--- src/rtl/shift_scheduler_pkg.sv ---
// Shared types for the shift scheduler: FSM states, requester count and operand types.
package shift_sched_pkg;
  localparam int NREQ = 2;

  typedef enum logic [1:0] {IDLE, RUN, DONE} state_t;
  typedef logic [7:0] byte_t;
  typedef logic [2:0] amt_t;
endpackage

--- src/rtl/rr_arb2.sv ---
// Two-way round-robin arbiter; on contention the requester other than 'last' wins.
module rr_arb2 (
  input  logic [1:0] req,
  input  logic [0:0] last,
  input  logic       en,
  output logic [1:0] grant
);
  always_comb begin
    grant = 2'b00;
    if (en) begin
      if (req == 2'b11) grant = last[0] ? 2'b01 : 2'b10;
      else              grant = req;
    end
  end
endmodule

--- src/rtl/shifts.sv ---
// Combinational 8-bit rotator: ir=0 rotates right, ir=1 rotates left, by amt bits.
module shifts (
  input  logic [7:0] A,
  input  logic       ir,
  input  logic [2:0] amt,
  output logic [7:0] Y
);
  logic [3:0] inv;

  // For amt=0, shifting by 8 yields zero, so the OR leaves A unchanged.
  assign inv = 4'd8 - {1'b0, amt};
  assign Y   = ir ? ((A << amt) | (A >> inv))
                  : ((A >> amt) | (A << inv));
endmodule

--- src/rtl/shift_scheduler.sv ---
// Arbitrates two rotate commands and iterates the granted one through the shared rotator.
module shift_scheduler
  import shift_sched_pkg::*;
#(
  parameter int REP_W = 2
) (
  input  logic                        clk,
  input  logic                        rst_n,
  input  logic [NREQ-1:0]             req_valid,
  output logic [NREQ-1:0]             req_ready,
  input  logic [NREQ-1:0][7:0]        req_data,
  input  logic [NREQ-1:0]             req_dir,
  input  logic [NREQ-1:0][2:0]        req_amt,
  input  logic [NREQ-1:0][REP_W-1:0]  req_reps,
  output logic                        rsp_valid,
  input  logic                        rsp_ready,
  output logic [7:0]                  rsp_data,
  output logic                        rsp_id,
  output logic                        busy
);
  state_t           state, state_nxt;
  logic             busy_q;
  logic [0:0]       last_grant;
  byte_t            acc;
  logic             dir_q;
  amt_t             amt_q;
  logic [REP_W-1:0] cnt;
  logic             id_q;

  logic [1:0]       grant;
  logic             accept;
  logic             g;
  byte_t            y;

  rr_arb2 u_arb (
    .req   (req_valid),
    .last  (last_grant),
    .en    (state == IDLE),
    .grant (grant)
  );

  shifts u_shifts (
    .A   (acc),
    .ir  (dir_q),
    .amt (amt_q),
    .Y   (y)
  );

  assign accept = |(req_valid & grant);
  assign g      = grant[1];

  // Control state: the only registers cleared by reset.
  always_ff @(posedge clk) begin
    if (!rst_n) begin
      state      <= IDLE;
      busy_q     <= 1'b0;
      last_grant <= 1'b1;
    end else begin
      state  <= state_nxt;
      busy_q <= (state_nxt != IDLE);
      if (accept) last_grant <= g;
    end
  end

  always_comb begin
    state_nxt = state;
    case (state)
      IDLE:    if (accept)          state_nxt = RUN;
      RUN:     if (cnt == '0)       state_nxt = DONE;
      DONE:    if (rsp_ready)       state_nxt = IDLE;
      default:                      state_nxt = IDLE;
    endcase
  end

  // Operand and pass counter; outputs mask these outside DONE, so no reset needed.
  always_ff @(posedge clk) begin
    if (accept) begin
      acc   <= req_data[g];
      dir_q <= req_dir[g];
      amt_q <= req_amt[g];
      cnt   <= req_reps[g];
      id_q  <= g;
    end else if (state == RUN) begin
      acc <= y;
      if (cnt != '0) cnt <= cnt - 1'b1;
    end
  end

  always_comb begin
    req_ready = (state == IDLE) ? grant : 2'b00;
    rsp_valid = (state == DONE);
    rsp_data  = (state == DONE) ? acc : 8'h00;
    rsp_id    = (state == DONE) ? id_q : 1'b0;
    busy      = busy_q;
  end
endmodule

--- config.mk ---
export PLATFORM = sky130hd
export DESIGN_NAME = shift_scheduler
export DESIGN_NICKNAME = d
export VERILOG_FILES = /design/src/rtl/shift_scheduler_pkg.sv /design/src/rtl/rr_arb2.sv /design/src/rtl/shifts.sv /design/src/rtl/shift_scheduler.sv
export SDC_FILE = /design/constraint.sdc
export NUM_CORES = 1
export LEC_CHECK = 0
export ABC_AREA = 1
export BUFFER_PORTS_ARGS = -buffer_cell sky130_fd_sc_hd__buf_2
export CAP_MARGIN = 5
export CORE_ASPECT_RATIO = 0.9
export CORE_MARGIN = 3
export CORE_UTILIZATION = 49
export CTS_CLUSTER_SIZE = 28
export DETAILED_ROUTE_END_ITERATION = 8
export PLACE_DENSITY = 0.77
export SETUP_SLACK_MARGIN = 0.5
export SYNTH_ARGS = -nofsm -noshare
export SYNTH_HDL_FRONTEND = slang
export SYNTH_SLANG_ARGS = --single-unit
--- constraint.sdc ---
create_clock -name clk -period 2 [get_ports clk]
set_clock_uncertainty 0.05 [all_clocks]
set_input_delay 0.4 -clock clk [delete_from_list [all_inputs] [get_ports clk]]
set_output_delay 0.4 -clock clk [all_outputs]
set_load 0.005 [all_outputs]
==> flow_summary.ini <==
[timing]
setup_viol = 0
final_max_slew_viol_count = 0
fmax_ghz = 0.532
hold_viol = 0
tightest_slew_ns = 0.462
min_period_ns = 1.88
setup_tns_ns = 0
setup_ws_ns = 0.120
fin_crit_sh_pct = 94.0
rsz0062_at_grt = true
relSlewSlack_pct = 69.2

[drt]
antenna_left = 0
vias_per_cell = 5.94
remaining_drc_errors = 0
routed_wl_microns = 6930
detailroute.via_count = 2508
post_drt_wl_per_cell_microns = 16.4
drt_pre_antenna_iters = 6
first_iter_violations = 458

[die]
core.rowCount = 21
ios = 46
core_area_sq_mm = 0.00378
die_x_microns = 72.9
die_h_microns = 66.2
initial_core_util_pct = 52.1
design.die.area_sq_mm = 0.00482

[critical_path]
end_kind = flop
path_cells = bufinv_16 > ha_4 > buf_6 > buf_4 > nand2_2 > nand3_2 > nand2_2 > nand3_2 > nand3_2 > nand2_2
arrival_ns = 1.84
crit_type = reg2reg
start_kind = flop
cpMaxStageDelayCell = edfxtp_1
crit_required_ns = 1.96
max_stage_delay_ns = 0.43
worstPathMaxFanout = 8

[synthesis]
yosysSeqAreaShare_pct = 26.9
yosysMostFrequentCell = nand2_1
async_reset_ff_share_pct = 0
synth_edf_count = 15
synthesis.area_sq_mm = 0.00197
ys_seq_elements = 19
synth_cells = 304
yosys-top-cells-area = edfxtp_1 (23%), nand2_1 (18%), nand3_1 (18%)
synth_common_cells = nand2_1 (94), nand3_1 (69), inv_1 (28), nor2_1 (20), edfxtp_1 (15)
syn_area_per_cell_sq_um = 6.49
synth_top_area_cell = edfxtp_1
synth.top_cell.area_share_pct = 22.8
yosys_warnings = 0
syn_nets = 339
synth_flop_cell = edfxtp_1
synth.distinct_cells = 29

[flow_run]
cap_violations = 0

[outcome]
status = finished clean

[clocking]
cts.path.max_buffers = 2
cts_tree = yes
worstSkewPairLatency_ns = 0.27
path_clk_slew_ns = 0.08
root_buffer = clkbuf_8
cts_hold_buf = 0
clkSinkCount = 19
cts_max_level = 1
numCtsBuffers = 3

[pwr]
cellPowerDensity_mw_per_mm2 = 1240
p_leak_nw = 1.40
ir_drop_mv = 0.749

[grt]
grt_usage_pct = 27.6
grt_pass1_vias = 2276
grt_start_max_net_pins = 14
gr-total-overflow = 0
grt_pass1_wl_microns = 10500
antenna_found_initial = 0

[placed_design]
dp_slack_ns = 0.0917
placed_cells = 389
hpwl_microns = 4410
gp_congestion = 0.963
io_buffers = 45

[final_layout]
final_cells = 422
nets = 412
nFillCells = 298
syn_to_final_growth_pct = 38.5
insertedDiodeCount = 0
drive_gt1_share_pct = 38.0

[hold_path]
hold_path.class = in2reg
==> cells by family (layout without fill, tap and decap cells) <==
family,after synthesis,count (layout),synth area share (%)
compound gates,32,32,10.8
fa+ha+maj,2,2,1.27
buf+inv,50,120,13.5
flops,19,19,26.9
simple gates,201,203,47.5
==> what timing repair did <==
item / 4_1_cts / 5_1_grt
endpoints found under the setup margin: 29 / 33
cloned: 4 / 0
gates resized for setup: 36 / 31
setup buffers: 16 / 9
pin swaps: 9 / 22
==> power breakdown <==
part	internal (mW)	total [mW]	switching [mW]
Sequential	0.624	0.759	0.135
Combinational	0.906	2.34	1.44
Clock	0.141	0.286	0.145
==> worst max-delay path, delay by kind of cell, from the launching register on <==
kind | cells | cell delay (ns)
buffers and inverters | 3 | 0.50
flip-flops | 1 | 0.43
AND/OR/NAND/NOR | 6 | 0.39
adder cells (fa/ha/maj) | 1 | 0.24
==> cell type report <==
| cell class | count | area, sq um | share of cell area [%] |
|---|---|---|---|
| inverters | 36 | 196 | 7.19 |
| repair inverters | 2 | 16.3 | 0.596 |
| flip-flops and latches | 19 | 536 | 19.6 |
| multi-input cells | 237 | 1350 | 49.6 |
| clock inverters | 1 | 7.51 | 0.275 |
| well taps | 46 | 57.6 | 2.11 |
| repair buffers | 78 | 523 | 19.1 |
| clock buffers | 3 | 41.3 | 1.51 |
==> state kept, by name, indices dropped and copies added, names as in the netlist <==
name,cells
dir_q,1
busy,1
state,2
last_grant,1
acc,8
amt_q,3
cnt,2
id_q,1
==> routing by layer <==
| layer | part of all wire, % | vias up | GRT usage, % |
|---|---|---|---|
| li1 | - | 1163 | - |
| met1 | 39 | 1151 | 38.3 |
| met2 | 48 | 166 | 43.1 |
| met3 | 9.6 | 28 | 4.86 |
| met4 | 3.0 | 0 | 9.22 |
| met5 | 0 | - | 0 |
==> final timing paths <==
check / from / depth (start not counted) / endpoint / slack (ns)
worst min register to register: last_grant$_SDFFE_PN1P_ / 2 / last_grant$_SDFFE_PN1P_ / 0.50
worst max-delay path: amt_q[0]$_DFFE_PP_ / 10 / acc[4]$_DFFE_PP_ / 0.12
worst max register to register: amt_q[0]$_DFFE_PP_ / 10 / acc[4]$_DFFE_PP_ / 0.12
worst min-delay path: rst_n / 2 / last_grant$_SDFFE_PN1P_ / 0.33
==> cell usage in the layout, fill, tap and decap left out, types with 3 or more instances in the layout <==
cell type  count
a21oi_1        3
nor2_1        13
o21ai_1        4
nand2_4        5
nand2_2       14
inv_6          3
buf_2         43
inv_1         24
clkbuf_8       3
edfxtp_1      15
a22oi_1        8
o21ai_0        3
buf_6         10
nand3_2       10
inv_2          5
nor2_4         5
nand3_1       60
buf_4         24
inv_8          3
nand2_1       85
o211ai_1      11
nor2_2         4
==> stage by stage <==
stage	area, sq um	hold slack (ns)	util [%]	total power [mW]
6_report	2730	0.327	72.2	3.39
5_1_grt	2730	0.327	72.2	3.62
4_1_cts	2550	0.321	67.3	3.05
3_5_place_dp	2230	0.467	59.0	2.51
3_3_place_gp	2230	0.450	59.0	2.49
2_1_floorplan	2010	0.436	-	2.13
(Power assumes the default switching activity.)
